`config.mk`:
```
export PLATFORM = sky130hd
export DESIGN_NAME = pipeline_ctrl
export DESIGN_NICKNAME = d
export VERILOG_FILES = /design/src/rtl/pipeline_pkg.sv /design/src/rtl/pipeline_ctrl_hazard_detect.sv /design/src/rtl/pipeline_ctrl.sv
export SDC_FILE = /design/constraint.sdc
export NUM_CORES = 1
export LEC_CHECK = 0
export CAP_MARGIN = 20
export CORE_AREA = 2 2 62 64
export CTS_BUF_LIST = sky130_fd_sc_hd__clkbuf_16
export DETAILED_ROUTE_END_ITERATION = 6
export DIE_AREA = 0 0 64 66
export PLACE_DENSITY = 0.73
export RECOVER_POWER = 100
export SETUP_SLACK_MARGIN = 0.5
export SLEW_MARGIN = 0
export SYNTH_ARGS = -nofsm -noshare
export SYNTH_HDL_FRONTEND = slang
export SYNTH_SLANG_ARGS = --single-unit
```
`constraint.sdc`:
```
create_clock -name clk -period 2.25 [get_ports clk]
set_clock_uncertainty 0.15 [all_clocks]
set_input_delay 0.45 -clock clk [delete_from_list [all_inputs] [get_ports clk]]
set_output_delay 0.45 -clock clk [all_outputs]
set_load 0.005 [all_outputs]
```
`src/rtl/pipeline_pkg.sv`:
```
// Shared types and constants for the pipeline hazard/stall controller.
package pipeline_pkg;

   typedef enum logic {
      RUN     = 1'b0,
      DM_WAIT = 1'b1
   } state_e;

   localparam int REG_W          = 5;
   localparam int DM_TIMEOUT_DEF = 16;

endpackage

```
`src/rtl/pipeline_ctrl_hazard_detect.sv`:
```
// Combinational load-use hazard detection between EX (load) and ID (consumer).
module hazard_detect
   import pipeline_pkg::*;
(
   input  logic             mem_read_ex_i,
   input  logic [REG_W-1:0] reg_rt_ex_i,
   input  logic [REG_W-1:0] reg_rs_id_i,
   input  logic [REG_W-1:0] reg_rt_id_i,
   output logic             load_use_o
);

   // r0 is hard-wired zero, so a load targeting it never creates a dependency.
   assign load_use_o = mem_read_ex_i && (reg_rt_ex_i != '0) &&
                       ((reg_rt_ex_i == reg_rs_id_i) || (reg_rt_ex_i == reg_rt_id_i));

endmodule

```
`src/rtl/pipeline_ctrl.sv`:
```
// Pipeline stall/flush controller: data-memory wait FSM, load-use and branch handling.
module pipeline_ctrl
   import pipeline_pkg::*;
#(
   parameter int DM_TIMEOUT = DM_TIMEOUT_DEF,
   parameter int CNT_W      = 16
) (
   input  logic             clk,
   input  logic             rst_n,
   input  logic             memReadEX,
   input  logic [REG_W-1:0] registerRtEX,
   input  logic [REG_W-1:0] registerRsID,
   input  logic [REG_W-1:0] registerRtID,
   input  logic             branchTakenID,
   input  logic             dmReqMEM,
   input  logic             dmAck,
   input  logic             statClear,
   output logic             pcWrite,
   output logic             ifIdWrite,
   output logic             idExWrite,
   output logic             exMemWrite,
   output logic             memWbWrite,
   output logic             ifIdFlush,
   output logic             idExFlush,
   output logic             memWbBubble,
   output logic             dmTimeout,
   output logic [CNT_W-1:0] stallCycles
);

   localparam int WC_W = $clog2(DM_TIMEOUT + 1);

   state_e            state_q, state_d;
   logic [WC_W-1:0]   wait_cnt_q, wait_cnt_d;
   logic [CNT_W-1:0]  stall_cnt_q, stall_cnt_d;
   logic              tmo_q, tmo_d;
   logic              load_use, dm_release, dm_stall;

   hazard_detect u_hazard (
      .mem_read_ex_i (memReadEX),
      .reg_rt_ex_i   (registerRtEX),
      .reg_rs_id_i   (registerRsID),
      .reg_rt_id_i   (registerRtID),
      .load_use_o    (load_use)
   );

   // The cycle that raises the request counts as the first wait cycle, so a
   // silent memory is released on the DM_TIMEOUT-th cycle of the request.
   assign dm_release = (state_q == DM_WAIT) && (wait_cnt_q == WC_W'(DM_TIMEOUT - 1));
   assign dm_stall   = dmReqMEM && !dmAck && !dm_release;

   always_comb begin
      state_d    = state_q;
      wait_cnt_d = wait_cnt_q;
      case (state_q)
         RUN: begin
            wait_cnt_d = '0;
            if (dm_stall) begin
               state_d    = DM_WAIT;
               wait_cnt_d = WC_W'(1);
            end
         end
         DM_WAIT: begin
            if (dm_stall) begin
               wait_cnt_d = wait_cnt_q + WC_W'(1);
            end else begin
               state_d    = RUN;
               wait_cnt_d = '0;
            end
         end
         default: begin
            state_d    = RUN;
            wait_cnt_d = '0;
         end
      endcase
   end

   always_comb begin
      stall_cnt_d = stall_cnt_q;
      tmo_d       = tmo_q | dm_release;
      if ((dm_stall || load_use) && (stall_cnt_q != '1))
         stall_cnt_d = stall_cnt_q + CNT_W'(1);
      if (statClear) begin
         stall_cnt_d = '0;
         tmo_d       = 1'b0;
      end
   end

   always_ff @(posedge clk or negedge rst_n) begin
      if (!rst_n) begin
         state_q     <= RUN;
         wait_cnt_q  <= '0;
         stall_cnt_q <= '0;
         tmo_q       <= 1'b0;
      end else begin
         state_q     <= state_d;
         wait_cnt_q  <= wait_cnt_d;
         stall_cnt_q <= stall_cnt_d;
         tmo_q       <= tmo_d;
      end
   end

   // Priority: reset, memory stall, load-use, taken branch.
   always_comb begin
      pcWrite     = 1'b1;
      ifIdWrite   = 1'b1;
      idExWrite   = 1'b1;
      exMemWrite  = 1'b1;
      memWbWrite  = 1'b1;
      ifIdFlush   = 1'b0;
      idExFlush   = 1'b0;
      memWbBubble = 1'b0;
      if (!rst_n) begin
         {pcWrite, ifIdWrite, idExWrite, exMemWrite, memWbWrite} = '0;
         {ifIdFlush, idExFlush, memWbBubble}                     = '1;
      end else if (dm_stall) begin
         {pcWrite, ifIdWrite, idExWrite, exMemWrite, memWbWrite} = '0;
         memWbBubble = 1'b1;
      end else if (load_use) begin
         pcWrite   = 1'b0;
         ifIdWrite = 1'b0;
         idExFlush = 1'b1;
      end else if (branchTakenID) begin
         ifIdFlush = 1'b1;
      end
   end

   assign dmTimeout   = tmo_q;
   assign stallCycles = stall_cnt_q;

endmodule

```
# ---- After elaboration in Yosys (flattened, before gate mapping)
# Index checks and enable logic that the tools add are counted.
dict set report totals {
  out_inout_bits 25
  register_bits 23
  input_bits 22
  wordCells 44
}
dict set report classes {
  bitwise_logic 2
  eq_ne 4
  n_reduce_logical 12
  add_sub_neg 2
  muxes 20
}
# cell count
set ops {}
lappend ops {{2-to-1 mux 16 bit} 2}
lappend ops {{adder 16 x 1 -> 16 bit, second input constant} 1}
lappend ops {{2-to-1 mux 1 bit} 16}
lappend ops {{!= test 16 bit, second input constant} 1}
lappend ops {{equality test 5 bit} 2}
lappend ops {{case mux 5 bit (2 select lines)} 1}
lappend ops {{logical AND 1 bit} 6}
lappend ops {{adder 5 x 1 -> 5 bit, second input constant} 1}
lappend ops {{equality test 5 x 4 -> 1 bit, second input constant} 1}
lappend ops {{2-to-1 mux 5 bit} 1}
lappend ops {{nonzero test 5 bit} 1}
lappend ops {{logical NOT 1 bit} 2}
lappend ops {{logical OR 1 bit} 2}
lappend ops {{nonzero test 2 bit} 1}
lappend ops {{NOT 1 bit} 1}
lappend ops {{OR 1 bit} 1}

# ---- Longest topological paths before layout
# Gate-level depths: netlist of the first run.
dict set report depth {
  ltp_word 8
  depth_mapped 10
  mapped_depth_nobuf 9
}

# ---- Cells and area by module
# Synthesis of the first run repeated with hierarchy kept, for this count alone.
dict set report unflattened {
  hier_cells 147
  area_unflattened_um2 1422.6
}
# mod instances cells_each area_each_um2
set by_module_without_submodules {}
lappend by_module_without_submodules {pipeline_ctrl 1 130 1297.5}
lappend by_module_without_submodules {hazard_detect 1 17 125.1}

# ---- Worst setup path after synthesis of the first run
# OpenSTA, ideal clock, no wires.
dict set report synth_path {
  kind {register to register}
  from {register wait_cnt_q[0]}
  to {register stall_cnt_q[7], in the netlist stallCycles[7]}
  setup_slack_ps -204
  period_less_slack_ps 2454
  arrival_time_ps 2227
  path_stages_with_launch 10
  required_time_ps 2022
  cell_sequence {dfrtp_1 > ha_1 > and3_1 > ha_1 > nand2_1 > nand3b_1 > a32oi_4 > nand2_4 > or4_1 > a21oi_1}
}
dict set report synth_via {
  elab_chain_len 7
}
# element line_no
set synth_rtl {}
lappend synth_rtl {{start: declaration} pipeline_ctrl.sv:33} ;# logic [WC_W-1:0] wait_cnt_q, wait_cnt_d;
lappend synth_rtl {{start signal: assignment} pipeline_ctrl.sv:96} ;# wait_cnt_q <= wait_cnt_d;
lappend synth_rtl {{equality test 5 x 4 -> 1 bit} pipeline_ctrl.sv:48} ;# assign dm_release = (state_q == DM_WAIT) && (wait_cnt_q == WC_W'(DM_TIMEOUT - 1));
lappend synth_rtl {{logical AND 1 bit} pipeline_ctrl.sv:48}
lappend synth_rtl {{logical NOT 1 bit} pipeline_ctrl.sv:49} ;# assign dm_stall = dmReqMEM && !dmAck && !dm_release;
lappend synth_rtl {{logical AND 1 bit} pipeline_ctrl.sv:49}
lappend synth_rtl {{logical OR 1 bit} pipeline_ctrl.sv:80} ;# if ((dm_stall || load_use) && (stall_cnt_q != '1))
lappend synth_rtl {{logical AND 1 bit} pipeline_ctrl.sv:80}
lappend synth_rtl {{nonzero test 2 bit (no line)} --}
lappend synth_rtl {{end signal: assignment} pipeline_ctrl.sv:97} ;# stall_cnt_q <= stall_cnt_d;
lappend synth_rtl {{end: declaration} pipeline_ctrl.sv:34} ;# logic [CNT_W-1:0] stall_cnt_q, stall_cnt_d;
# Every way passes these cells.
# A chain may end at the register's enable or synchronous reset.

# ---- Worst setup path after layout of the first run
dict set report layout_path {
  from {register wait_cnt_q[1]}
  to {register stall_cnt_q[15], in the netlist stallCycles[15]}
}
# Same word-level chain as after synthesis.

==> flow_summary.ini, run 1 <==
[status]
status = finished with violations
violations = setup timing

[placed_design]
port_buffers = 46
placed_area_um2 = 2120
place_hpwl_mm = 2.87
place_ws_ns = -0.813
routabilityCongestion = 0.807

[setup_path]
end_kind = flip-flop
crit_type = flip-flop to flip-flop
reg2reg_slack_ns = -0.29
startpoint = wait_cnt_q[1]$_DFF_PN0_
arrival_ns = 2.56
reg2regPathDepth = 12
cp-start-kind = flip-flop
r2r_end = stallCycles[15]$_DFFE_PN0P_
critPathMaxFanout = 5
cp-endpoint = stallCycles[15]$_DFFE_PN0P_
critPathRequiredTime_ns = 2.27
reg2reg_from = wait_cnt_q[1]$_DFF_PN0_

[detailed_routing]
drc_errors = 0
vias = 1529
via_per_inst = 5.15
initialDrtViolationCount = 25
ant_nets = 0
finalWirelength_mm = 4.53
dr.pass1.iters = 4
wl_per_cell_um = 15.3

[synthesis]
synth-edff-count = 0
synth-seq-cells = 23
synth_cells = 142
syn_area_per_cell_um2 = 9.64
ys_warn_count = 0
synth_area_um2 = 1370
async_flop_share_pct = 100
ys_seq_area_share_pct = 42.0
synth_nets = 167
synth_ff_type = dfrtp_1
ys_types = 35

[global_routing]
met1_usage_pct = 22.9
globalRouteTotalUtil_pct = 21.0
grt_pass1_vias = 1557
grt-ovfl-total = 0
use_met2_pct = 41.1
grt_pass1_wl_mm = 6.94
busiest_layer = met2
grt_max_degree = 24
antenna_found_initial = 0
use_met3_pct = 2.04

[timing]
period_needed_ns = 2.54
worstMarginPinSlew_ns = 1.27
slew_headroom_pct = 15.2
worst_hold_slack_ns = 0.384
fmax_mhz = 393
setup_tns_ns = -3.95
worst_slack_ns = -0.294
finalMaxSlewViolations = 0
post-route-period-util_pct = 113
finalHoldViolCount = 0
setup_violations = 24
rsz0062_at_grt = true

[floorplanning]
fp-row-count = 22
start_util_pct = 38.5
die_h_um = 66
dieArea_um2 = 4220
coreArea_um2 = 3550
die_x_um = 64
ios = 47

[min_path]
min_path_type = flip-flop to flip-flop

[power_and_ir_drop]
leakage_uw = 0.00121
power.total_uw = 1060
p_per_area_nw_per_um2 = 407
ir_drop_uv = 241

[finish]
regArea_um2 = 577
diodes = 0
fin_area_um2 = 2600
nets = 275
drive_above_1_share_pct = 47.0
area_growth_pct = 89.9
multi_input_area_um2 = 953
nFillCells = 242

[clock_tree]
clock_latency_ns = 0.26
cts-root-buf = clkbuf_16
cts_tree = built
clock_tree.htree_level_count = 1
clock_path_buffers = 2
clock_sinks = 23
cts_buffers = 3
clk_pin_slew_ns = 0.06

[flow_run]
drv_cap = 0
## power breakdown
group / switching, uW / internal (uW) / leakage (uW)
Sequential: 3.37 / 418 / 0.000317
Combinational: 112 / 140 / 0.000855
Clock: 146 / 237 / 0.0000423
Total: 261 / 796 / 0.00121
## flip-flops by register name, summed over array words and instances (netlist names)
name and flops:
dmTimeout 1, stallCycles 16, state_q 1, wait_cnt_q 5
## critical path, cell delays in order (launching register included)
cell	delay (ns)
dfrtp_1	0.38
ha_2	0.19
and3_4	0.15
ha_4	0.16
nand2_2	0.05
nand3b_1	0.11
buf_6	0.15
buf_6	0.12
a32oi_4	0.24
buf_6	0.14
nand2_2	0.09
or3_1	0.36
a21oi_1	0.17
## through the flow
stage / util [%] / std cells
after global routing: 73.2 / 297
after global placement: 59.8 / 258
after detailed placement: 59.8 / 258
after CTS: 68.0 / 287
after floorplan: - / 142
final: 73.2 / 297
## synthesized netlist by cell type, types with 3 or more instances
library cell / instances / share of area [%]
or4_1: 4 / 2.2
nor3_1: 5 / 1.8
o21ai_1: 3 / 1.1
ha_1: 3 / 2.7
nand4_1: 4 / 1.8
nand2_1: 10 / 2.7
nor2_1: 12 / 3.3
xor2_1: 3 / 1.9
inv_1: 3 / 0.82
buf_4: 4 / 2.2
a21oi_1: 9 / 3.3
or3_1: 5 / 2.3
nand3_1: 9 / 3.3
xnor2_1: 16 / 10
o31ai_1: 3 / 1.6
and3_1: 3 / 1.4
dfrtp_1: 23 / 42
## worst min-delay path by stage
stage	start	to	slack (ns)	cells past startpoint
2_1_floorplan	rst_n	dmTimeout$_DFF_PN0_	0.004	0
3_3_place_gp	state_q$_DFF_PN0_	wait_cnt_q[0]$_DFF_PN0_	0.34	1
3_5_place_dp	state_q$_DFF_PN0_	wait_cnt_q[0]$_DFF_PN0_	0.36	1
4_1_cts	state_q$_DFF_PN0_	wait_cnt_q[0]$_DFF_PN0_	0.38	1
5_1_grt	wait_cnt_q[0]$_DFF_PN0_	wait_cnt_q[0]$_DFF_PN0_	0.42	2
6_report	dmTimeout$_DFF_PN0_	dmTimeout$_DFF_PN0_	0.38	2
## metal layers
layer	wire [um]	part of all wire (%)	vias up
met3	134	3.0	15
met1	1780	39	748
met4	155	3.4	0
met2	2460	54	44
met5	0	0	-
li1	-	-	722
## final cells by class
type,instances,area share (%)
multi-input cells,111,36.7
inverters,3,0.433
flip-flops and latches,23,22.2
clock inverters,1,0.144
repair buffers,108,35.3
well taps,48,2.31
clock buffers,3,2.89
## cell families (layout without fill, tap and decap cells)
group | count (synthesis) | in the layout | synth area share, %
AND/OR/NAND/NOR | 63 | 64 | 25.4
AO/OA/AOI/OAI | 23 | 23 | 12.5
flip-flops | 23 | 23 | 42.0
adder cells (fa/ha/maj) | 3 | 3 | 2.74
XOR/XNOR | 19 | 19 | 12.2
buffers and inverters | 9 | 115 | 3.57
multiplexers | 2 | 2 | 1.55
## layout by cell type, fill, tap and decap left out, drive strengths merged, types with 2 or more instances in the layout
master         Yosys  layout
buf                4      69
dfrtp             23      23
dlygate4sd2        0      21
xnor2             16      16
nor2              12      12
nand2             11      12
nand3              9       9
a21oi              9       9
clkdlybuf4s50      0       8
clkbuf             2       7
o21ai              6       6
or3                5       5
and3               5       5
nor3               5       5
or4                4       4
nand4              4       4
inv                3       4
xor2               3       3
clkdlybuf4s25      0       3
o31ai              3       3
ha                 3       3
and2               2       2
nor2b              2       2
clkdlybuf4s15      0       2
## repair_timing
item / in CTS / in global routing
hold buffers: 0 / 0
buffers inserted: 24 / 10
resized for setup: 86 / 32
pin swaps: 25 / 20
endpoints found under the setup margin: 41 / 34
gates cloned: 1 / 0
Note: power is estimated with default switching activity, not from simulation.
==> run 2, diff against run 1 <==
Settings changed: PLACE_DENSITY 0.73 to 0.72, SYNTH_HIERARCHICAL set to 1.
==> run 2 against run 1 <==
  * The flow still finishes with violations (setup timing)
  * Sequential power about the same
  * Sequential share of layout area is 0.95 points higher
  * Clock power is 2% higher
  * Cell count shrank 3.0%
  * Non-clock buffer count down 14
  * Synthesized area increased by 3.9%
  * First-iteration DRC count grew to 3.0 times the previous value
  * Wire length down 2.0%
  * Critical endpoint is now idExFlush
  * Largest cell class unchanged
  * Highest routed layer unchanged
==> flow_summary.ini, run 2 <==
[global_routing]
globalRouteTotalUtil_pct = 21.6
met1_usage_pct = 24.4
use_met2_pct = 41.7
antenna_found_initial = 0
grt_pass1_vias = 1542
busiest_layer = met2
grt_pass1_wl_mm = 7.07
grt_max_degree = 24
use_met3_pct = 5.28
grt-ovfl-total = 0

[timing]
worst_slack_ns = -0.228
setup_tns_ns = -1.70
post-route-period-util_pct = 110
fmax_mhz = 404
finalMaxSlewViolations = 0
rsz0062_at_grt = true
worst_hold_slack_ns = 0.409
finalHoldViolCount = 0
period_needed_ns = 2.48
slew_headroom_pct = 68.6
worstMarginPinSlew_ns = 0.469
setup_violations = 15

[status]
status = finished with violations
violations = setup timing

[synthesis]
synth_cells = 147
synth-edff-count = 0
synth_ff_type = dfrtp_1
synth-seq-cells = 23
yosys.area.top_type_share_pct = 40.5
ys_warn_count = 6
async_flop_share_pct = 100
yosysTopAreaCell = dfrtp_1
ys_top_cells_by_area = dfrtp_1 (40%), xor2_1 (7.4%), xnor2_1 (6.2%)
yosysMostFrequentCell = dfrtp_1
ys_seq_area_share_pct = 40.5
ys_types = 41
syn_area_per_cell_um2 = 9.68
synth_area_um2 = 1420
synth_nets = 172
synth_top_cells_by_count = dfrtp_1 (23), nor2_1 (22), xor2_1 (12)

[setup_path]
r2r_end = stallCycles[9]$_DFFE_PN0P_
cp-start-kind = flip-flop
critPathMaxFanout = 3
crit_slowest_cell = dfrtp_1
reg2reg_slack_ns = -0.10
path_cells = ha_2 > and3_4 > ha_4 > and2_4 > or2_4 > buf_6 > inv_4 > o21ai_2 > buf_2
critPathRequiredTime_ns = 1.65
end_kind = primary output
reg2regPathDepth = 11
arrival_ns = 1.88
reg2reg_from = wait_cnt_q[1]$_DFF_PN0_
max_stage_delay_ns = 0.40
crit_type = flip-flop to primary output

[clock_tree]
cts_buffers = 3
clock_tree.htree_level_count = 1
clock_sinks = 23
hold_buffers = 0
clock_path_buffers = 2
cts-root-buf = clkbuf_16
cts_tree = built
clk_pin_slew_ns = 0.06
clock_latency_ns = 0.26

[power_and_ir_drop]
p_sw_uw = 240
p_int_uw = 762
p_seq_share_pct = 42.2
leakage_uw = 0.00116
switching_share_pct = 24.0
p_clk_share_pct = 39.0
ir_drop_uv = 494
power.total_uw = 1000
comb_power_share_pct = 18.8
p_per_area_nw_per_um2 = 399

[floorplanning]
ios = 47
start_util_pct = 40.1
coreArea_um2 = 3550
dieArea_um2 = 4220
fp-row-count = 22
die_h_um = 66
die_x_um = 64

[detailed_routing]
wl_per_cell_um = 15.4
ant_nets = 0
vias = 1449
dr.pass1.iters = 4
finalWirelength_mm = 4.44
drc_errors = 0
via_per_inst = 5.03
initialDrtViolationCount = 74

[finish]
largest_reg_flops = 16
area_growth_pct = 76.7
final_common_cell = buf_4
fin_util_pct = 70.8
nets = 266
diodes = 0
drive_above_1_share_pct = 46.3
final_cell_mix = buf_4 (36), dlygate4sd2_1 (23), dfrtp_1 (18), nor2_1 (16), buf_6 (13)

[min_path]
worstHoldEndpoint = wait_cnt_q[0]$_DFF_PN0_
min_path_type = flip-flop to flip-flop
min_from = state_q$_DFF_PN0_
whs_path_depth = 1

[placed_design]
place_hpwl_mm = 2.81
place_ws_ns = -0.827
routabilityCongestion = 0.799
port_buffers = 46

[flow_run]
drv_cap = 0
## run 2: changes by cell type after synthesis, sizes merged, moves of 3 or more
cell / before / now
a21oi: 9 / 6
inv: 3 / 6
nor2: 12 / 22
o31ai: 3 / 0
xnor2: 16 / 10
xor2: 3 / 12
## run 2: worst max-delay path by stage
stage | from | endpoint | slack [ns] | depth (start not counted)
CTS | wait_cnt_q[0]$_DFF_PN0_ | idExFlush | -0.21 | 9
global route | wait_cnt_q[1]$_DFF_PN0_ | idExFlush | -0.29 | 9
detailed placement | registerRtEX[0] | idExFlush | -0.83 | 9
floorplan | registerRtEX[0] | stallCycles[5]$_DFFE_PN0P_ | 0.11 | 8
finish | wait_cnt_q[1]$_DFF_PN0_ | idExFlush | -0.23 | 9
global placement | registerRtEX[0] | ifIdFlush | -0.77 | 9
## run 2: layout make-up
cell class / instances / area [um2]
clock buffer: 3 / 75.1
tap: 48 / 60.1
multi-input combinational: 113 / 968
fill: 265 / 1040
clock inverter: 1 / 5.00
sequential: 23 / 582
inverter: 6 / 27.5
timing repair buffer: 94 / 796
## run 2: cells by family (layout without fill, tap and decap cells)
kind of cell	count (synthesis)	count (layout)	synth area share, %
AND/OR/NAND/NOR	70	70	30.4
flip-flops	23	23	40.5
XOR/XNOR	22	22	13.5
AO/OA/AOI/OAI	16	16	7.74
buffers and inverters	11	104	3.69
adder cells (fa/ha/maj)	3	3	2.64
multiplexers	2	2	1.50
## run 2: critical path: cells and delay by family, from the launching register on
kind                       cells  cell delay (ns)
and+or+nand+nor                3             0.53
AOI/OAI and AO/OA              1             0.05
adders and majority gates      2             0.35
buffers and inverters          3             0.30
DFF                            1             0.40
## run 2: metal layers
layer,routed length (um),vias to the layer above,share of wire (%)
met2,2560,22,58
met3,127,4,2.9
met5,0,-,0
li1,-,688,-
met1,1720,735,39
met4,33,0,0.74
## run 2: repair_timing
item / in CTS / in global routing
pin swaps: 34 / 9
setup buffers: 27 / 3
resized for setup: 113 / 14
setup endpoints to repair: 44 / 32
## run 2: power groups by stage
| stage | combinational [uW] | clock (uW) | sequential, uW |
|---|---|---|---|
| CTS | 175 | 398 | 422 |
| global route | 203 | 424 | 423 |
| finish | 188 | 391 | 423 |
| global placement | 154 | 0 | 431 |
| floorplan | 60.8 | 0 | 431 |
| detailed placement | 157 | 0 | 432 |
## run 2: through the flow
stage / instances / area (um2)
6_report: 288 / 2510
5_1_grt: 288 / 2510
4_1_cts: 285 / 2450
3_5_place_dp: 254 / 2100
3_3_place_gp: 254 / 2100
2_1_floorplan: 147 / 1490
==> run 3, diff against run 2 <==
Settings changed: SKIP_LAST_GASP set to 1.
==> run 3 against run 2 <==
  * The flow still finishes with violations (setup timing)
  * Setup slack barely moved
  * Global-route usage is the same
  * Cell area decreased by 0.15%
  * Count of clock-buffer cells in the layout stayed put
  * Sequential cell count unchanged
  * Total power barely moved
  * Fmax barely moved
  * Critical path depth unchanged
  * Wire length is 0.65% lower
  * Hold slack got worse by 0.0042 ns
  * Combinational power about the same
  * Die area unchanged
  * Highest routed layer unchanged
==> flow_summary.ini, run 3 (same netlist as run 2, synthesis figures left out) <==
[status]
status = finished with violations
violations = setup timing

[timing]
finalMaxSlewViolations = 0
setup_violations = 16
worst_hold_slack_ns = 0.405
rsz0062_at_grt = true
slew_headroom_pct = 68.7
post-route-period-util_pct = 110
fmax_mhz = 404
finalHoldViolCount = 0
setup_tns_ns = -1.70
worst_slack_ns = -0.228
worstMarginPinSlew_ns = 0.468
period_needed_ns = 2.48

[floorplanning]
fp-row-count = 22
coreArea_um2 = 3550
die_h_um = 66
dieArea_um2 = 4220
die_x_um = 64
ios = 47
start_util_pct = 40.1

[finish]
diodes = 0
fin_area_um2 = 2510
largest_reg_flops = 16
area_growth_pct = 76.4
final_common_cell = buf_4
fin_util_pct = 70.7
final_cell_mix = buf_4 (37), dlygate4sd2_1 (23), dfrtp_1 (18), nor2_1 (16)
nets = 266
drive_above_1_share_pct = 46.3

[global_routing]
grt_pass1_wl_mm = 7.07
grt_max_degree = 24
grt_pass1_vias = 1542
antenna_found_initial = 0
grt-ovfl-total = 0
globalRouteTotalUtil_pct = 21.6

[setup_path]
crit_slowest_cell = dfrtp_1
crit_type = flip-flop to primary output
cp-start-kind = flip-flop
max_stage_delay_ns = 0.40
end_kind = primary output
reg2regPathDepth = 11
path_cells = ha_2 > and3_4 > ha_4 > and2_4 > or2_4 > buf_6 > inv_4 > o21ai_2 > buf_2
critPathRequiredTime_ns = 1.65
critPathMaxFanout = 3
arrival_ns = 1.88

[detailed_routing]
drc_errors = 0
vias = 1462
wl_per_cell_um = 15.3
dr.pass1.iters = 4
via_per_inst = 5.08
finalWirelength_mm = 4.41
ant_nets = 0
initialDrtViolationCount = 90

[clock_tree]
clock_latency_ns = 0.26
clock_tree.htree_level_count = 1
cts_tree = built
hold_buffers = 0
clock_sinks = 23
cts-root-buf = clkbuf_16
clk_pin_slew_ns = 0.06
clock_path_buffers = 2
cts_buffers = 3

[power_and_ir_drop]
p_sw_uw = 241
p_per_area_nw_per_um2 = 400
switching_share_pct = 24.1
comb_power_share_pct = 18.6
p_clk_share_pct = 39.2
p_int_uw = 761
p_seq_share_pct = 42.2
power.total_uw = 1000
ir_drop_uv = 496
leakage_uw = 0.00116

[min_path]
whs_path_depth = 2
min_path_type = flip-flop to flip-flop

[placed_design]
place_hpwl_mm = 2.81
placed_area_um2 = 2100
port_buffers = 46
routabilityCongestion = 0.799

[flow_run]
drv_cap = 0
## run 3: worst max-delay path: cells and delay by family (launching register included)
family,cells,cell delay [ns]
fa+ha+maj,2,0.35
compound gates,1,0.05
flops,1,0.40
buf+inv,3,0.29
simple gates,3,0.53
## run 3: power groups by stage
| stage | registers [uW] | clock network, uW | logic (uW) |
|---|---|---|---|
| floorplan | 431 | 0 | 60.8 |
| global placement | 431 | 0 | 154 |
| detailed placement | 432 | 0 | 157 |
| CTS | 422 | 398 | 174 |
| global route | 423 | 424 | 201 |
| finish | 423 | 393 | 186 |
## run 3: cell type report
type / instances / area (um2)
inverter: 6 / 27.5
clock inverter: 1 / 5.00
multi-input combinational: 113 / 968
tap: 48 / 60.1
sequential: 23 / 582
fill: 260 / 1040
timing repair buffer: 94 / 792
clock buffer: 3 / 75.1
## run 3: repair_timing
item / 4_1_cts / 5_1_grt
hold endpoints to repair: 0 / 0
gates cloned: 0 / 0
endpoints found under the setup margin: 44 / 32
pin swaps: 31 / 9
resized for setup: 112 / 13
buffers inserted: 27 / 3
## run 3: final timing paths
check                                   startpoint                          end  slack, ns
setup / recovery           wait_cnt_q[1]$_DFF_PN0_                    idExFlush      -0.23
hold / removal                 dmTimeout$_DFF_PN0_          dmTimeout$_DFF_PN0_       0.40
setup reg to reg           wait_cnt_q[1]$_DFF_PN0_  stallCycles[11]$_DFFE_PN0P_      -0.10
hold reg to reg                dmTimeout$_DFF_PN0_          dmTimeout$_DFF_PN0_       0.40
max in group asynchronous                    rst_n   stallCycles[9]$_DFFE_PN0P_       1.15
min in group asynchronous                    rst_n      wait_cnt_q[4]$_DFF_PN0_       0.55
## run 3: per-stage QoR
stage | std cells | setup slack (ns)
after floorplan | 147 | 0.110
after global placement | 254 | -0.766
after CTS | 285 | -0.214
after detailed placement | 254 | -0.827
final | 288 | -0.228
after global routing | 288 | -0.278
## run 3: routing by layer
metal / track usage, % / part of all wire, % / up-vias
li1: - / - / 687
met1: 24.4 / 38 / 749
met2: 41.7 / 58 / 22
met3: 5.28 / 3.0 / 4
met4: 3.26 / 0.75 / 0
met5: 0 / 0 / -
